$ cat config.mk
export PLATFORM = sky130hd
export DESIGN_NAME = logic_op_scheduler
export DESIGN_NICKNAME = d
export VERILOG_FILES = /design/src/rtl/logic_op_scheduler_pkg.sv /design/src/rtl/logic_unit_comb.sv /design/src/rtl/logic_op_scheduler.sv
export SDC_FILE = /design/constraint.sdc
export NUM_CORES = 1
export LEC_CHECK = 0
export ABC_AREA = 1
export CORE_MARGIN = 5
export CORE_UTILIZATION = 30
export DETAILED_ROUTE_END_ITERATION = 16
export SLEW_MARGIN = 20
export SYNTH_ARGS = -nofsm -noshare
export SYNTH_HDL_FRONTEND = slang
export SYNTH_HIERARCHICAL = 1
export SYNTH_SLANG_ARGS = --single-unit
$ cat constraint.sdc
create_clock -name clk -period 3.22 [get_ports clk]
set_input_delay 0.322 -clock clk [delete_from_list [all_inputs] [get_ports clk]]
set_output_delay 0.322 -clock clk [all_outputs]
set_load 0.03 [all_outputs]
$ cat src/rtl/logic_op_scheduler_pkg.sv
// Shared opcodes, FSM state encoding and default width for the logic/rotate scheduler.
package logic_op_scheduler_pkg;

    localparam int DEF_W = 16;

    localparam logic [2:0] OP_AND  = 3'd0;
    localparam logic [2:0] OP_OR   = 3'd1;
    localparam logic [2:0] OP_XOR  = 3'd2;
    localparam logic [2:0] OP_NAND = 3'd3;
    localparam logic [2:0] OP_NOR  = 3'd4;
    localparam logic [2:0] OP_XNOR = 3'd5;
    localparam logic [2:0] OP_NOT  = 3'd6;
    localparam logic [2:0] OP_ROTL = 3'd7;

    typedef enum logic [1:0] {
        ST_IDLE = 2'd0,
        ST_ROT  = 2'd1,
        ST_RESP = 2'd2
    } state_t;

endpackage

$ cat src/rtl/logic_unit_comb.sv
// Purely combinational bitwise unit for opcodes 0-6; zero for anything else.
module logic_unit_comb
    import logic_op_scheduler_pkg::*;
#(
    parameter int W = DEF_W
) (
    input  logic [2:0]   op,
    input  logic [W-1:0] x,
    input  logic [W-1:0] y,
    output logic [W-1:0] res
);

    always_comb begin
        res = '0;
        case (op)
            OP_AND:  res = x & y;
            OP_OR:   res = x | y;
            OP_XOR:  res = x ^ y;
            OP_NAND: res = ~(x & y);
            OP_NOR:  res = ~(x | y);
            OP_XNOR: res = ~(x ^ y);
            OP_NOT:  res = ~x;
            default: res = '0;
        endcase
    end

endmodule

$ cat src/rtl/logic_op_scheduler.sv
// Round-robin share of one logic/rotate unit between two requesters; latency 1 (ROTL: count+1), response held until rsp_ready.
// Rotate support is built only with LOGIC_OP_SCHEDULER_ROTATE_EN; otherwise opcode 7 answers rsp_err=1 with latency 1.
module logic_op_scheduler
    import logic_op_scheduler_pkg::*;
#(
    parameter int W = DEF_W
) (
    input  logic         clk,
    input  logic         rst,
    input  logic         req0_valid,
    output logic         req0_ready,
    input  logic [2:0]   req0_op,
    input  logic [W-1:0] req0_x,
    input  logic [W-1:0] req0_y,
    input  logic         req1_valid,
    output logic         req1_ready,
    input  logic [2:0]   req1_op,
    input  logic [W-1:0] req1_x,
    input  logic [W-1:0] req1_y,
    output logic         rsp_valid,
    input  logic         rsp_ready,
    output logic [W-1:0] rsp_data,
    output logic         rsp_id,
    output logic         rsp_err,
    output logic         busy
);

`ifdef LOGIC_OP_SCHEDULER_ROTATE_EN
    localparam int CW = $clog2(W);
    logic [CW-1:0] cnt_q, cnt_d;
`endif

    state_t       state_q, state_d;
    logic         last_q, last_d;
    logic [W-1:0] res_q, res_d;
    logic         id_q, id_d;
    logic         err_q, err_d;

    logic         grant0, grant1, accept;
    logic [2:0]   sel_op;
    logic [W-1:0] sel_x, sel_y, lu_res;

    // last_q holds the id granted most recently; a tie goes to the other one.
    always_comb begin
        grant0 = req0_valid && (!req1_valid || last_q);
        grant1 = req1_valid && (!req0_valid || !last_q);
    end

    assign req0_ready = !rst && (state_q == ST_IDLE) && grant0;
    assign req1_ready = !rst && (state_q == ST_IDLE) && grant1;
    assign accept     = req0_ready || req1_ready;

    always_comb begin
        sel_op = grant1 ? req1_op : req0_op;
        sel_x  = grant1 ? req1_x  : req0_x;
        sel_y  = grant1 ? req1_y  : req0_y;
    end

    logic_unit_comb #(.W(W)) u_logic_unit (
        .op  (sel_op),
        .x   (sel_x),
        .y   (sel_y),
        .res (lu_res)
    );

    always_comb begin
        state_d = state_q;
        last_d  = last_q;
        res_d   = res_q;
        id_d    = id_q;
        err_d   = err_q;
`ifdef LOGIC_OP_SCHEDULER_ROTATE_EN
        cnt_d   = cnt_q;
`endif
        case (state_q)
            ST_IDLE: begin
                if (accept) begin
                    id_d    = grant1;
                    last_d  = grant1;
                    err_d   = 1'b0;
                    state_d = ST_RESP;
                    if (sel_op != OP_ROTL) begin
                        res_d = lu_res;
                    end else begin
`ifdef LOGIC_OP_SCHEDULER_ROTATE_EN
                        res_d = sel_x;
                        if (sel_y[CW-1:0] != '0) begin
                            cnt_d   = sel_y[CW-1:0];
                            state_d = ST_ROT;
                        end
`else
                        res_d = '0;
                        err_d = 1'b1;
`endif
                    end
                end
            end
`ifdef LOGIC_OP_SCHEDULER_ROTATE_EN
            ST_ROT: begin
                res_d = {res_q[W-2:0], res_q[W-1]};
                cnt_d = cnt_q - CW'(1);
                if (cnt_q == CW'(1)) begin
                    state_d = ST_RESP;
                end
            end
`endif
            ST_RESP: begin
                if (rsp_ready) begin
                    state_d = ST_IDLE;
                end
            end
            default: state_d = ST_IDLE;
        endcase
    end

    always_ff @(posedge clk or posedge rst) begin
        if (rst) begin
            state_q <= ST_IDLE;
            last_q  <= 1'b1;
            res_q   <= '0;
            id_q    <= 1'b0;
            err_q   <= 1'b0;
        end else begin
            state_q <= state_d;
            last_q  <= last_d;
            res_q   <= res_d;
            id_q    <= id_d;
            err_q   <= err_d;
        end
    end

`ifdef LOGIC_OP_SCHEDULER_ROTATE_EN
    always_ff @(posedge clk or posedge rst) begin
        if (rst) begin
            cnt_q <= '0;
        end else begin
            cnt_q <= cnt_d;
        end
    end
`endif

    // Response fields read as zero outside RESP so a discarded op never leaks out.
    assign rsp_valid = (state_q == ST_RESP);
    assign rsp_data  = rsp_valid ? res_q : '0;
    assign rsp_id    = rsp_valid ? id_q  : 1'b0;
    assign rsp_err   = rsp_valid ? err_q : 1'b0;
    assign busy      = (state_q != ST_IDLE);

endmodule

After elaboration in Yosys (flattened, before gate mapping)
Cells that the tools add are included.
{"block": "totals", "regBits": 21, "input_bits": 75}
{"block": "op_classes", "n_eq_ne": 10, "bitwise_logic": 7, "mux": 12, "n_reduce_logical": 17}
{"op": "16-bit case mux with 7 select lines", "count": 1}
{"op": "16-bit 2-to-1 mux", "count": 4}
{"op": "16-bit inverter", "count": 4}
{"op": "16-bit AND", "count": 1}
{"op": "16-bit OR", "count": 1}
{"op": "16-bit bitwise XOR", "count": 1}
{"op": "3-bit == test, second input constant", "count": 3}
{"op": "3-bit by 2-bit == test with 1-bit output, second input constant", "count": 2}
{"op": "1-bit logical AND", "count": 5}
{"op": "1-bit zero test", "count": 4}
{"op": "2-bit 2-to-1 mux", "count": 2}
{"op": "2-bit case mux with 2 select lines", "count": 1}
{"op": "2-bit AND reduction", "count": 2}
{"op": "3-bit by 1-bit == test with 1-bit output, second input constant", "count": 1}
{"op": "3-bit zero test", "count": 1}
{"op": "1-bit logical OR", "count": 3}
{"op": "1-bit 2-to-1 mux", "count": 3}
{"op": "3-bit 2-to-1 mux", "count": 1}
{"op": "3-bit inequality test, second input constant", "count": 1}
{"op": "2-bit == test, second input constant", "count": 1}
{"op": "2-bit zero test", "count": 1}
{"op": "2-bit by 1-bit inequality test with 1-bit output, second input constant", "count": 1}
{"op": "2-bit inequality test, second input constant", "count": 1}
{"op": "2-bit nonzero test", "count": 1}

Longest topological paths before layout
{"block": "depth", "ltp_word": 8, "ltp_mapped": 15, "ltp_nobuf": 13}

Modules after synthesis
The synthesis kept the hierarchy.
{"mod": "logic_unit_comb", "n_inst": 1, "area_per_inst_um2": 1765.4, "seq_area_each_um2": 0.0, "cells_per_inst": 334}
{"mod": "logic_op_scheduler", "n_inst": 1, "area_per_inst_um2": 1522.7, "seq_area_each_um2": 501.7, "cells_per_inst": 193}

Worst setup path before layout
No wires, ideal clock.
{"block": "synth_timing", "kind": "register to register", "startpoint": "register last_q", "endpoint": "register res_q[10]", "path_stages_with_launch": 14, "n_path_buf": 1, "required_ns": 3.103, "path_slack_ns": 1.056, "arrival_ns": 2.048, "path_cell_list": "dfstp_2 -> nand2_2 -> nand2_2 -> buf_2 -> mux2_2 -> inv_1 -> ha_1 -> nand4_1 -> nand2_1 -> nor2_1 -> nand2_1 -> a21boi_0 -> nand2_1 -> nand2_1"}
{"block": "synth_between", "elab_chain_len": 8, "elab_cells_between_ends": 29, "cone_classes": "eq/ne: 7; mux: 5; bitwise: 7; reduce/logical: 10"}
{"element": "from (decl)", "line_no": "logic_op_scheduler.sv:34", "text": "logic last_q, last_d;"}
{"element": "from (signal assigned)", "line_no": "logic_op_scheduler.sv:125", "text": "last_q <= last_d;"}
{"element": "1-bit zero test *", "line_no": "logic_op_scheduler.sv:46", "text": "grant1 = req1_valid && (!req0_valid || !last_q);"}
{"element": "1-bit logical OR *", "line_no": "logic_op_scheduler.sv:46"}
{"element": "1-bit logical AND *", "line_no": "logic_op_scheduler.sv:46"}
{"element": "16-bit 2-to-1 mux *", "line_no": "logic_op_scheduler.sv:55", "text": "sel_x = grant1 ? req1_x : req0_x;"}
{"element": "named net sel_x[10]", "line_no": "logic_op_scheduler.sv:41", "text": "logic [W-1:0] sel_x, sel_y, lu_res;"}
{"element": "16-bit bitwise XOR, or another cell as far along", "line_no": "logic_unit_comb.sv:18, logic_unit_comb.sv:21"}
{"element": "16-bit inverter, on equally long branches", "line_no": "logic_unit_comb.sv:21, logic_unit_comb.sv:19, logic_unit_comb.sv:20"}
{"element": "16-bit case mux with 7 select lines *", "line_no": "logic_unit_comb.sv:15", "text": "case (op)"}
{"element": "named net lu_res[10]", "line_no": "logic_op_scheduler.sv:41"}
{"element": "16-bit 2-to-1 mux *", "line_no": "logic_op_scheduler.sv:82", "text": "if (sel_op != OP_ROTL) begin"}
{"element": "to (signal assigned)", "line_no": "logic_op_scheduler.sv:126", "text": "res_q <= res_d;"}
{"element": "to (decl)", "line_no": "logic_op_scheduler.sv:35", "text": "logic [W-1:0] res_q, res_d;"}
The timed path passes the listed nets; every way through them passes the cells marked *.
A chain may end at the register's enable or synchronous reset.

Final worst setup path
{"block": "layout_timing", "startpoint": "input req1_valid", "endpoint": "register res_q[9]"}
{"block": "layout_between", "elab_cells_between_ends": 28, "cone_classes": "eq/ne: 7; mux: 5; bitwise: 7; reduce/logical: 9"}
{"element": "from (decl)", "line_no": "logic_op_scheduler.sv:15", "text": "input logic req1_valid,"}
{"element": "1-bit logical AND *", "line_no": "logic_op_scheduler.sv:46"}
{"element": "3-bit 2-to-1 mux *", "line_no": "logic_op_scheduler.sv:54", "text": "sel_op = grant1 ? req1_op : req0_op;"}
{"element": "named net sel_op[0]", "line_no": "logic_op_scheduler.sv:40", "text": "logic [2:0] sel_op;"}
{"element": "3-bit == test, or another cell as far along", "line_no": "logic_unit_comb.sv:15"}
{"element": "16-bit case mux with 7 select lines *", "line_no": "logic_unit_comb.sv:15"}
{"element": "named net lu_res[9]", "line_no": "logic_op_scheduler.sv:41"}
{"element": "16-bit 2-to-1 mux *", "line_no": "logic_op_scheduler.sv:82"}
Marks and branches as above.

==> impl_metrics.tcl <==
set metrics [dict create \
    status "finished clean" \
    syn_avg_cell_area_um2 6.24 \
    path_clk_slew_ps 80 \
    die_w_um 115 \
    total_power_w 0.00198 \
    max_freq_mhz 390 \
    r2r_start "last_q" \
    initial_core_util_pct 30.5 \
    crit_fanout 20 \
    synthToLayoutAreaGrowth_pct 33.1 \
    core-area_um2 10800 \
    fin_hold_ws_ps 481 \
    die_area_um2 13200 \
    slowest_delay_ps 570 \
    fin_setup_tns_ps 0 \
    rsz0062_at_grt "false" \
    cp_num_buf_inv 3 \
    synth_cell_types 22 \
    grt_overflow 0 \
    track_usage_pct 14.0 \
    slew_headroom_pct 48.6 \
    hold_viol 0 \
    cp-start-kind "primary input" \
    cp.arrival_ps 2770 \
    netlist_top_cells_count "nand2_1 (156), inv_1 (87), nand4_1 (49), nor2_1 (49), nand3_1 (36)" \
    post_cts_resized 0 \
    cts_tree "built" \
    placed_cells 742 \
    ys_ff_latch 20 \
    power.density_nw_per_um2 452 \
    path_delay_family "simple AND/OR/NAND/NOR gates" \
    setup_ws_ps 655 \
    grt_pass1_vias 3501 \
    crit_start "req1_valid" \
    first_pass_iters 5 \
    drive_gt1_share_pct 10.6 \
    synth_cells 527 \
    wl_um 9290 \
    nets 714 \
    grt_pass1_wl_um 15600 \
    ys.flop_type "dfrtp_1" \
    yosysWarnings 6 \
    cp_data_required_time_ps 3420 \
    drt-wirelength-per-cell_um 12.5 \
    clkLatencyLatePin_ps 260 \
    clk_path_buf_depth 2 \
    h-tree-depth 1 \
    synth.cell_area_um2 3290 \
    cts_setup_buffers 0 \
    portBuffers 96 \
    ios 97 \
    hold_class "reg -> reg" \
    synth_sequential_area_ratio_pct 15.3 \
    fp.dieH_um 115 \
    drcViolationCount 0 \
    fin_skew_ps 3.50 \
    cts-root-buf "clkbuf_8" \
    synth_fp_nets 634 \
    wl_met3_um 632 \
    synth-edff-count 0 \
    yosysMostFrequentCell "nand2_1" \
    drv_cap 0 \
    dr.max_layer_used "met4" \
    antenna_cells 0 \
    met1_length_um 4270 \
    crit_type "in -> reg" \
    path_cells "clkdlybuf4s50_1, nand2_2, buf_4, nand2_1, nand2_2, nor2_4, buf_4, nand3_1, nand2_1, nor2_1, nand2_1, a21boi_0, nand2_1, nand2_1" \
    netlist_top_cells_area "nand2_1 (18%), dfrtp_1 (14%), ha_1 (12%), mux2_2 (11%), inv_1 (9.9%)" \
    max_slew.worst_pin.slew_ps 770 \
    timing.final.crit_share_pct 79.6 \
    slowest_stage "clkdlybuf4s50_1" \
    end_kind "register" \
    place_hpwl_um 7040 \
    synthArstFlopShare_pct 100 \
    dpl_worst_slack_ps 398 \
    cpMostUsedCell "nand2_1" \
    synth_top_area_share_pct 17.8 \
    grt_max_degree 51 \
    synth_top_area_cell "nand2_1" \
    worst_ir_drop_vdd_mv 0.242 \
    rows 38 \
    cts_hold_buf 0 \
    finalMaxSlewViolations 0 \
    place.gp.congestion 0.831 \
    met2WireLength_um 4350 \
    power_leakage_nw 2.42 \
    period_minus_slack_ps 2560 \
    setup_viol 0 \
    antenna_found_initial 0 \
    num_vias 3588 \
    clock-sinks 20 \
    ant_nets 0 \
    fin_cells 746 \
    drt_iter0_drc 278 \
    cts_buffers 3 \
    vias_per_cell 4.81 \
    min_from "id_q" \
]
[worst paths after layout]
path / cells past startpoint / slack (ps) / endpoint
max: 14 / 660 / res_q[9]
min in group asynchronous: 2 / 540 / state_q[1]
min reg2reg: 2 / 480 / id_q
min: 2 / 480 / id_q
max reg2reg: 13 / 740 / res_q[9]
max in group asynchronous: 2 / 2200 / res_q[13]
[metrics by stage]
step	utilization, %	cell area, um2
2_1_floorplan	-	3290
3_3_place_gp	40.1	4320
3_5_place_dp	40.1	4320
4_1_cts	40.6	4380
5_1_grt	40.6	4380
6_report	40.6	4380
[where the power goes]
part	switching, W	total, W	internal, W
clock	0.0000857	0.000195	0.000109
combinational	0.000804	0.00136	0.000558
sequential	0.0000650	0.000423	0.000358
total	0.000954	0.00198	0.00102
[worst min-delay path, cell delays in order (launching register included)]
cell and delay [ps]:
dfrtp_1 350, nand2_1 50, nand2_1 50
[state kept, by name (all words and copies together) (netlist names)]
name / cells
err_q: 1
id_q: 1
last_q: 1
res_q: 16
state_q: 1
[cells by family (layout without fill, tap and decap cells)]
kind of cell | after synthesis | in the layout | share of synthesized area (%)
mux | 32 | 32 | 11.0
flops | 20 | 20 | 15.3
fa+ha+maj | 32 | 32 | 12.2
compound gates | 18 | 18 | 3.96
buf+inv | 125 | 204 | 16.4
simple gates | 300 | 300 | 41.2
[metal layers]
metal	track usage [%]	up-vias
met3	2.01	8
li1	-	1831
met4	3.05	0
met5	0	-
met1	18.6	1618
met2	24.1	131
[area by class of cell]
cell class	count	area, um2
multi-input cells	382	2250
repair buffers	109	1060
fillers	1157	6410
well taps	140	175
clock buffers	4	55.1
inverters	91	342
flip-flops and latches	20	502
[layout by cell type (no fill, tap or decap)]
cell and count:
a21boi_1 7, inv_2 4, buf_4 13, nand2_2 5, mux2_2 32, inv_1 87, nor2_4 2, o21ai_0 1
a21boi_0 9, nand4_1 49, clkdlybuf4s50_1 96, nand2_1 156, nand3_2 1, o21ai_1 1, dfstp_2 1, nand3_4 2
nor2_1 49, dfrtp_1 19, clkbuf_8 4, ha_1 32, nand3_1 36
Note: power is estimated with default switching activity, not from simulation.
